[config.mk]
export PLATFORM = sky130hd
export DESIGN_NAME = pc_fetch_ctrl_flat
export DESIGN_NICKNAME = d
export VERILOG_FILES = /design/src/rtl/pc_fetch_ctrl_if.sv /design/src/rtl/pc_fetch_ctrl.sv /design/src/flat_wrapper.sv
export SDC_FILE = /design/constraint.sdc
export NUM_CORES = 1
export LEC_CHECK = 0
export CORE_ASPECT_RATIO = 0.8
export CORE_MARGIN = 10
export CORE_UTILIZATION = 39
export CTS_BUF_LIST = sky130_fd_sc_hd__clkbuf_16
export DETAILED_ROUTE_END_ITERATION = 16
export GPL_TIMING_DRIVEN = 0
export PLACE_DENSITY = 0.87
export SETUP_SLACK_MARGIN = 0.5
export SLEW_MARGIN = 20
export SYNTH_ARGS = -nofsm -noshare
export SYNTH_HDL_FRONTEND = slang
export SYNTH_SLANG_ARGS = --single-unit
[constraint.sdc]
create_clock -name CLK -period 2 [get_ports CLK]
set_input_delay 0.2 -clock CLK [delete_from_list [all_inputs] [get_ports CLK]]
set_output_delay 0.2 -clock CLK [all_outputs]
set_load 0.03 [all_outputs]
[src/rtl/pc_fetch_ctrl_if.sv]
`default_nettype none
// ============================================================================
// Module      : pc_fetch_ctrl_if
// Description : Fetch-controller bundle (selector, control unit, imem, decode)
// Revision    : 1.0 - initial release
// ============================================================================
interface pc_fetch_ctrl_if;
    logic        start;
    logic [31:0] nextPC;
    logic        stall;
    logic        halt;
    logic        imem_ack;
    logic [31:0] imem_rdata;
    logic        imem_req;
    logic [31:0] imem_addr;
    logic [31:0] currentPC;
    logic [31:0] pcPlus4;
    logic [31:0] instruction;
    logic        instValid;
    logic        halted;
    logic        fetchError;

    modport master (
        input  start, nextPC, stall, halt, imem_ack, imem_rdata,
        output imem_req, imem_addr, currentPC, pcPlus4, instruction,
               instValid, halted, fetchError
    );

    modport slave (
        output start, nextPC, stall, halt, imem_ack, imem_rdata,
        input  imem_req, imem_addr, currentPC, pcPlus4, instruction,
               instValid, halted, fetchError
    );
endinterface
`default_nettype wire

[src/rtl/pc_fetch_ctrl.sv]
`default_nettype none
// ============================================================================
// Module      : pc_fetch_ctrl
// Description : PC register and req/ack instruction-fetch sequencer.
//               Optional macro PC_ALIGN_CHECK_EN: misaligned nextPC -> ERROR.
// Revision    : 1.0 - initial release
// ============================================================================
module pc_fetch_ctrl #(
    parameter logic [31:0] RESET_PC    = 32'h0000_0000,
    parameter int          ACK_TIMEOUT = 16            // 2..255
) (
    input  wire logic         CLK,
    input  wire logic         Reset,
    pc_fetch_ctrl_if.master   fetch_bus
);

    typedef enum logic [2:0] {
        ST_IDLE  = 3'd0,
        ST_FETCH = 3'd1,
        ST_ISSUE = 3'd2,
        ST_HALT  = 3'd3,
        ST_ERROR = 3'd4
    } state_t;

    localparam logic [7:0] c_timeout_last = 8'(ACK_TIMEOUT - 1);

    state_t      r_state, w_state_nxt;
    logic [31:0] r_pc, w_pc_nxt;
    logic [31:0] r_instr, w_instr_nxt;
    logic [7:0]  r_cnt, w_cnt_nxt;
    logic [31:0] w_pc_aligned;

    assign w_pc_aligned = fetch_bus.nextPC & 32'hFFFF_FFFC;

    always_ff @(posedge CLK) begin
        if (Reset) begin
            r_state <= ST_IDLE;
            r_pc    <= RESET_PC;
            r_instr <= 32'h0;
            r_cnt   <= 8'h0;
        end else begin
            r_state <= w_state_nxt;
            r_pc    <= w_pc_nxt;
            r_instr <= w_instr_nxt;
            r_cnt   <= w_cnt_nxt;
        end
    end

    always_comb begin
        w_state_nxt = r_state;
        w_pc_nxt    = r_pc;
        w_instr_nxt = r_instr;
        w_cnt_nxt   = r_cnt;
        case (r_state)
            ST_IDLE: begin
                if (fetch_bus.start) begin
                    w_state_nxt = ST_FETCH;
                    w_cnt_nxt   = 8'h0;
                end
            end
            ST_FETCH: begin
                // An ack on the final allowed cycle still completes the fetch
                if (fetch_bus.imem_ack) begin
                    w_instr_nxt = fetch_bus.imem_rdata;
                    w_cnt_nxt   = 8'h0;
                    w_state_nxt = ST_ISSUE;
                end else if (r_cnt == c_timeout_last) begin
                    w_state_nxt = ST_ERROR;
                end else begin
                    w_cnt_nxt = r_cnt + 8'd1;
                end
            end
            ST_ISSUE: begin
                if (fetch_bus.halt) begin
                    w_state_nxt = ST_HALT;
                end else if (!fetch_bus.stall) begin
`ifdef PC_ALIGN_CHECK_EN
                    if (fetch_bus.nextPC[1:0] != 2'b00) begin
                        w_state_nxt = ST_ERROR;
                    end else begin
                        w_pc_nxt    = w_pc_aligned;
                        w_cnt_nxt   = 8'h0;
                        w_state_nxt = ST_FETCH;
                    end
`else
                    w_pc_nxt    = w_pc_aligned;
                    w_cnt_nxt   = 8'h0;
                    w_state_nxt = ST_FETCH;
`endif
                end
            end
            ST_HALT:  w_state_nxt = ST_HALT;
            ST_ERROR: w_state_nxt = ST_ERROR;
            default:  w_state_nxt = ST_IDLE;
        endcase
    end

    assign fetch_bus.imem_req    = (r_state == ST_FETCH);
    assign fetch_bus.imem_addr   = r_pc;
    assign fetch_bus.currentPC   = r_pc;
    assign fetch_bus.pcPlus4     = r_pc + 32'd4;
    assign fetch_bus.instruction = r_instr;
    assign fetch_bus.instValid   = (r_state == ST_ISSUE);
    assign fetch_bus.halted      = (r_state == ST_HALT);
    assign fetch_bus.fetchError  = (r_state == ST_ERROR);

endmodule
`default_nettype wire

[src/flat_wrapper.sv]
// flat-port wrapper written by rule: the top's interface ports become plain ports
module pc_fetch_ctrl_flat 
#(
    parameter logic [31:0] RESET_PC    = 32'h0000_0000,
    parameter int          ACK_TIMEOUT = 16                     
)
  (CLK, Reset, fetch_bus_start, fetch_bus_nextPC, fetch_bus_stall, fetch_bus_halt, fetch_bus_imem_ack, fetch_bus_imem_rdata, fetch_bus_imem_req, fetch_bus_imem_addr, fetch_bus_currentPC, fetch_bus_pcPlus4, fetch_bus_instruction, fetch_bus_instValid, fetch_bus_halted, fetch_bus_fetchError);
  pc_fetch_ctrl_if fetch_bus_i ();
  input  wire logic CLK;
  input  wire logic Reset;
  input wire logic [$bits(fetch_bus_i.start)-1:0] fetch_bus_start;
  input wire logic [$bits(fetch_bus_i.nextPC)-1:0] fetch_bus_nextPC;
  input wire logic [$bits(fetch_bus_i.stall)-1:0] fetch_bus_stall;
  input wire logic [$bits(fetch_bus_i.halt)-1:0] fetch_bus_halt;
  input wire logic [$bits(fetch_bus_i.imem_ack)-1:0] fetch_bus_imem_ack;
  input wire logic [$bits(fetch_bus_i.imem_rdata)-1:0] fetch_bus_imem_rdata;
  output wire logic [$bits(fetch_bus_i.imem_req)-1:0] fetch_bus_imem_req;
  output wire logic [$bits(fetch_bus_i.imem_addr)-1:0] fetch_bus_imem_addr;
  output wire logic [$bits(fetch_bus_i.currentPC)-1:0] fetch_bus_currentPC;
  output wire logic [$bits(fetch_bus_i.pcPlus4)-1:0] fetch_bus_pcPlus4;
  output wire logic [$bits(fetch_bus_i.instruction)-1:0] fetch_bus_instruction;
  output wire logic [$bits(fetch_bus_i.instValid)-1:0] fetch_bus_instValid;
  output wire logic [$bits(fetch_bus_i.halted)-1:0] fetch_bus_halted;
  output wire logic [$bits(fetch_bus_i.fetchError)-1:0] fetch_bus_fetchError;
  assign fetch_bus_i.start = fetch_bus_start;
  assign fetch_bus_i.nextPC = fetch_bus_nextPC;
  assign fetch_bus_i.stall = fetch_bus_stall;
  assign fetch_bus_i.halt = fetch_bus_halt;
  assign fetch_bus_i.imem_ack = fetch_bus_imem_ack;
  assign fetch_bus_i.imem_rdata = fetch_bus_imem_rdata;
  assign fetch_bus_imem_req = fetch_bus_i.imem_req;
  assign fetch_bus_imem_addr = fetch_bus_i.imem_addr;
  assign fetch_bus_currentPC = fetch_bus_i.currentPC;
  assign fetch_bus_pcPlus4 = fetch_bus_i.pcPlus4;
  assign fetch_bus_instruction = fetch_bus_i.instruction;
  assign fetch_bus_instValid = fetch_bus_i.instValid;
  assign fetch_bus_halted = fetch_bus_i.halted;
  assign fetch_bus_fetchError = fetch_bus_i.fetchError;
  pc_fetch_ctrl #(.RESET_PC(RESET_PC), .ACK_TIMEOUT(ACK_TIMEOUT)) u_core (.CLK(CLK), .Reset(Reset), .fetch_bus(fetch_bus_i));
endmodule
==> flow_summary_export.csv <==
group,metric,value,unit
setup_path,crit_path_top_delay_cell,"or3_4",
place,dpl_cell_area,6190,um2
synth,ys_seq_elements,73,
grt,grt_pass1_vias,4229,
drt,ant_nets,0,
synth,ys_seq_area_share,40.6,%
drt,first_iter_violations,226,
clock_tree,cts_tree,"built",
sta,min_period,2.23,ns
place,dp_hpwl,10800,um
sta,max_slew.worst_pin.slew,0.690,ns
final_layout,fill_cells,595,
clock_tree,root_buffer,"clkbuf_16",
drt,wire_per_inst,18.5,um
sta,max_freq,449,MHz
place,place_congestion,0.837,
die,initial_core_util,39.9,%
setup_path,critPathBufInv,2,
power_and_ir_drop,finalPower,0.00375,W
sta,report.final.slew_viol_count,0,
run_status,failed_checks,"setup timing",
synth,async_flop_share,0,%
run_status,status,"complete, but fails checks",
sta,relSlewSlack,54.0,%
clock_tree,path_clk_slew,0.06,ns
clock_tree,htreeDepth,3,
synth,syn_avg_cell_area,7.63,um2
grt,track_usage,20.4,%
setup_path,cp-end-kind,"primary output",
sta,fin_setup_tns,-3.15,ns
setup_path,critical_path_required,1.80,ns
final_layout,fin_nets,794,
setup_path,crit_arrival,2.03,ns
clock_tree,clock_latency,0.32,ns
setup_path,path_class,"flip-flop to primary output",
drt,first_pass_iters,4,
die,io_pins,202,
power_and_ir_drop,leakage,3.22,nW
clock_tree,clockBufferDepth,2,
synth,synth_fa_ha_area_share,0.695,%
sta,rsz0062_at_grt,"true",
die,die_h,106,um
drt,route.detailed.drc,0,
synth,synth_top_family_by_area,"simple AND/OR/NAND/NOR gates",
synth,ys_types,42,
die,core-area,9040,um2
grt,grt_start_max_net_pins,15,
final_layout,drive_gt1_share,38.2,%
grt,grt_pass1_wl,22500,um
synth,synth_common_cells,"140 x nand2_1, 73 x dfxtp_1, 66 x a21oi_1, 36 x buf_4, 20 x clkbuf_1",
sta,setup_viol_count_final,20,
synth,synthXorXnorAreaFrac,6.81,%
power_and_ir_drop,power.density,529,nW/um2
power_and_ir_drop,ir_drop,0.497,mV
synth,muxShareOfSynthArea,0,%
final_layout,n_antenna_cell,0,
grt,antenna_found_initial,0,
drt,routed-via-count,4305,
place,port_buffers,192,
grt,grt_remaining_overflow,0,
setup_path,path_delay_family,"simple AND/OR/NAND/NOR gates",
die,num_rows,31,
setup_path,crit_path_max_fanout,9,
sta,fin_ws,-0.229,ns
setup_path,cpPeakStageDelay,0.42,ns
synth,synth_area,3600,um2
min_path,worst_hold_path_type,"input port to flip-flop",
die,fp.dieW,127,um
synth,synth_cells,472,
synth,yosysMostFrequentCell,"nand2_1",
sta,finalCritPeriodShare,111,%
sta,skew,0.00578,ns
synth,synth_edf_count,0,
synth,yosys_most_used_dff,"dfxtp_1",
setup_path,crit_path_start_kind,"flip-flop",
synth,synthSimpleGateAreaFrac,26.3,%
die,die_area,13500,um2
final_layout,design_area,7100,um2
final_layout,fin_cells,842,
synth,ys_top_cells_by_area,"dfxtp_1 41%, nand2_1 15%, a21oi_1 9.2%",
final_layout,area_delta_synth_final,97.0,%
drt,viasPerCell,5.11,
drt,routed_wl,15600,um
synth,yosys_warnings,0,
synth,synth_top_area_share,40.6,%
sta,hold_viol_final,0,
setup_path,worstPathCellList,"nand4_1 -> or3_4 -> buf_12 -> nor3b_4 -> xor2_4 -> buf_6",
clock_tree,cts_inserted_buffers,9,
run,cap_violations,0,
synth,yosysTopAreaCell,"dfxtp_1",
clock_tree,postCtsHoldBufs,0,
place,place_inst,784,
synth,synth_compound_area_share,14.0,%
clock_tree,clock-sinks,73,
## through the flow
stage | worst slack [ns] | hold slack (ns) | util, %
floorplan | -0.0202 | 0.326 | -
global placement | -0.503 | 0.441 | 68.5
detailed placement | -0.517 | 0.448 | 68.5
CTS | -0.253 | 0.408 | 75.0
global route | -0.303 | 0.418 | 78.5
finish | -0.229 | 0.422 | 78.5
## state kept, by name, indices dropped and copies added (netlist names)
name and cells:
u_core.r_state 3, u_core.r_cnt 8, u_core.fetch_bus.instruction 32, u_core.fetch_bus.currentPC 30
## placed cells by master, fill, tap and decap left out, drive strengths merged, types with 4 or more instances in the layout
cell / instances
clkdlybuf4s15: 8
dfxtp: 73
nand3: 10
nor3b: 4
dlygate4sd2: 72
clkbuf: 32
and4: 4
nand4: 7
o21ai: 4
buf: 132
a31oi: 4
nand2: 140
nor3: 11
clkdlybuf4s50: 63
xnor2: 12
nor4: 4
inv: 12
conb: 6
a311oi: 4
nor2: 15
a21oi: 68
xor2: 16
## tightest hold or removal path, cell delays in order
cell and delay, ns:
clkdlybuf4s50_1 0.40, nand2_1 0.06, a21oi_1 0.05
## area by class of cell
class | instances | area, um2 | area share (%)
Sequential cell | 73 | 1540 | 21.8
Clock buffer | 10 | 250 | 3.53
Clock inverter | 6 | 46.3 | 0.652
Tap cell | 115 | 144 | 2.03
Multi-Input combinational cell | 333 | 2410 | 34.0
Timing Repair Buffer | 234 | 2170 | 30.6
Buffer | 63 | 492 | 6.93
Inverter | 8 | 30.0 | 0.423
## repair_timing
| item | 4_1_cts | 5_1_grt |
|---|---|---|
| setup buffers | 28 | 14 |
| pin swaps | 25 | 28 |
| setup endpoints to repair | 175 | 116 |
| gates resized for setup | 382 | 111 |
## where the power goes
part / total, W / internal (W) / switching (W)
clock: 0.00156 / 0.000927 / 0.000634
combinational: 0.000672 / 0.000318 / 0.000354
sequential: 0.00152 / 0.00148 / 0.0000384
total: 0.00375 / 0.00272 / 0.00103
## cells by family after synthesis
logic type,count (synthesis)
AND/OR/NAND/NOR,209
flip-flops,73
buffers and inverters,71
XOR/XNOR,28
adder cells (fa/ha/maj),2
AO/OA/AOI/OAI,88
other,1
## metal layers
metal	vias to the layer above	share of wire [%]	track usage (%)
met4	0	3.0	5.60
li1	2033	-	-
met1	2037	36	21.3
met2	197	52	36.6
met5	-	0	0
met3	38	9.6	8.54
## path summary, 6_finish.rpt
path                                    start                                to  slack, ns  cells past startpoint
max             u_core.fetch_bus.currentPC[3]             fetch_bus_pcPlus4[23]      -0.23                      6
min                       fetch_bus_nextPC[6]     u_core.fetch_bus.currentPC[6]       0.42                      3
max reg2reg                 u_core.r_state[2]                   u_core.r_cnt[1]       0.38                      6
min reg2reg  u_core.fetch_bus.instruction[15]  u_core.fetch_bus.instruction[15]       0.45                      2
No activity file was read; power rests on OpenSTA's default activity.
==> patch: new RTL, config.mk and constraints unchanged <==
`r_instr` no longer has a reset.
--- a/src/rtl/pc_fetch_ctrl.sv
+++ b/src/rtl/pc_fetch_ctrl.sv
@@ -38,3 +38,2 @@
             r_pc    <= RESET_PC;
-            r_instr <= 32'h0;
             r_cnt   <= 8'h0;
@@ -43,5 +42,8 @@
             r_pc    <= w_pc_nxt;
-            r_instr <= w_instr_nxt;
             r_cnt   <= w_cnt_nxt;
         end
+    end
+
+    always_ff @(posedge CLK) begin
+        r_instr <= w_instr_nxt;
     end
Check against the original RTL: differs if Reset is asserted again (counterexample within 4 cycles, from zero or initial values and one cycle with Reset high); with Reset held inactive, the same outputs for 10 cycles.
==> patch against the unedited design <==
The run still ends with setup timing left; clock skew increased by 0.0073 ns; maximum frequency shrank 5.2%; register-to-register slack worse by 0.20 ns; global-route usage grew 1.4 points; worst setup slack got worse by 0.12 ns; design area up 8.1%; sequential cell count is the same; non-clock buffer count grew 10; via count fell by 3.7%; synthesized area is 2.4% lower; wire length is 24% higher; synthesized cell count fell by 23%; power grew 11%; critical endpoint is now fetch_bus_pcPlus4[29]; highest routed layer unchanged.
==> patch: results (changes against the unedited design) <==
----------------------------------------------------
[Run status]
  Outcome ... complete, but fails checks (unchanged)
  Failing checks ... setup timing (unchanged)

[Final layout]
  Area grow syn2layout ... 118% (was 97.0%)
  Proportion of cell area occupied by registers ... 0.245 (was 0.218)
  # nets final ... 706 (was 794)
  Layout cell share with drive strength beyond 1 ... 0.579 (was 0.382)
  Fraction of area in non-clock buffers ... 0.380 (was 0.376)

[Setup path]
  Cell depth of the worst flop-to-flop path ... 9 (was 6)
  Launching point of the worst reg2reg path ... u_core.r_state[0] (was u_core.r_state[2])
  FF-to-FF End ... u_core.fetch_bus.currentPC[2] (was u_core.r_cnt[1])
  Max Fanout on Critical Path ... 7 (was 9)
  Crit-path slowest cell ... sky130_fd_sc_hd__or4_1 (was sky130_fd_sc_hd__or3_4)
  Endpoint of the most critical setup path ... fetch_bus_pcPlus4[29] (was fetch_bus_pcPlus4[23])

[Synth]
  Synth cell types ... 44 (was 42)
  Dominant cells by area after synthesis ... sky130_fd_sc_hd__edfxtp_1 (27%), sky130_fd_sc_hd__dfxtp_1 (23%), sky130_fd_sc_hd__nand2_1 (8.2%), sky130_fd_sc_hd__buf_4 (7.7%), sky130_fd_sc_hd__a21oi_1 (4.8%) (was sky130_fd_sc_hd__dfxtp_1 (41%), sky130_fd_sc_hd__nand2_1 (15%), sky130_fd_sc_hd__a21oi_1 (9.2%), sky130_fd_sc_hd__buf_4 (7.5%), sky130_fd_sc_hd__xor2_1 (3.9%))
  Number of synthesized flops with an enable pin ... 32 (was 0)
  Seq/Total Area, Yosys ... 0.507 (was 0.406)
  Synthesized-area fraction occupied by adder cells ... 0.00712 (was 0.00695)

[Global routing]
  Largest net degree at the start of global routing ... 33 (was 15)
  Via count of the first global-routing pass ... 3988 (was 4229)
  Wire length of the first global-routing pass ... 23000 um (was 22500 um)

[Placement]
  HPWL after detailed placement ... 10300 um (was 10800 um)
  Placement-stage worst setup slack ... -0.486 ns (was -0.517 ns)

[Timing]
  Worst hold slack ... 0.416 ns (was 0.422 ns)
  # setup viols final ... 15 (was 20)
  Smallest setup slack after layout ... -0.352 ns (was -0.229 ns)
  Final clock skew ... 0.0131 ns (was 0.00578 ns)
  Worst Tran Pin Value ... 0.850 ns (was 0.690 ns)

[Routing]
  Number of design-rule violations left by the first detailed-router iteration ... 392 (was 226)
  Post-detailed-route via-to-cell ratio ... 5.52 (was 5.11)

[Hold path]
  Worst hold endpoint ... u_core.fetch_bus.instruction[6] (was u_core.fetch_bus.currentPC[6])
  Number of cells on the worst hold path ... 1 (was 3)

[Power]
  Max VDD drop ... 854 uV (was 497 uV)

----------------------------------------------------
==> patch: changes by cell type in the layout (fill, tap and decap cells not counted), sizes merged, moves of 7 or more <==
| cell | unedited run | this run |
|---|---|---|
| nor2 | 15 | 8 |
| nand2 | 140 | 77 |
| clkdlybuf4s15 | 8 | 15 |
| edfxtp | 0 | 32 |
| a21oi | 68 | 34 |
| buf | 132 | 139 |
| dlygate4sd2 | 72 | 62 |
| dfxtp | 73 | 41 |
==> patch: power groups by stage <==
stage / clock network, uW / registers (uW) / logic (uW)
finish: 1600 / 1640 / 927
global route: 1650 / 1650 / 962
CTS: 1560 / 1640 / 715
detailed placement: 0 / 1680 / 669
global placement: 0 / 1670 / 655
floorplan: 0 / 1770 / 249
==> patch: worst register-to-register path, delay by kind of cell (launching register included) <==
family | cells | cell delay [ns]
flops | 1 | 0.33
buf+inv | 5 | 0.65
simple gates | 3 | 0.53
compound gates | 1 | 0.21
==> patch: repair_timing <==
item / 4_1_cts / 5_1_grt
resized for setup: 408 / 201
gates cloned: 0 / 7
setup buffers: 41 / 14
setup endpoints to repair: 198 / 129
pin swaps: 31 / 71
==> patch: per-layer routing <==
layer | vias up | track usage | part of all wire
met5 | - | 0 | 0
met4 | 0 | 0.0722 | 0.049
met3 | 77 | 0.0419 | 0.053
met2 | 265 | 0.424 | 0.55
met1 | 2031 | 0.225 | 0.35
li1 | 1772 | - | -
==> patch: stage by stage <==
step / instances / cell area [sq um] / util / setup TNS, ns
2_1_floorplan: 368 / 4030 / - / 0
3_3_place_gp: 673 / 6100 / 0.706 / -5.73
3_5_place_dp: 673 / 6100 / 0.706 / -6.19
4_1_cts: 730 / 6860 / 0.794 / -1.96
5_1_grt: 751 / 7670 / 0.889 / -4.25
6_report: 751 / 7670 / 0.889 / -3.40
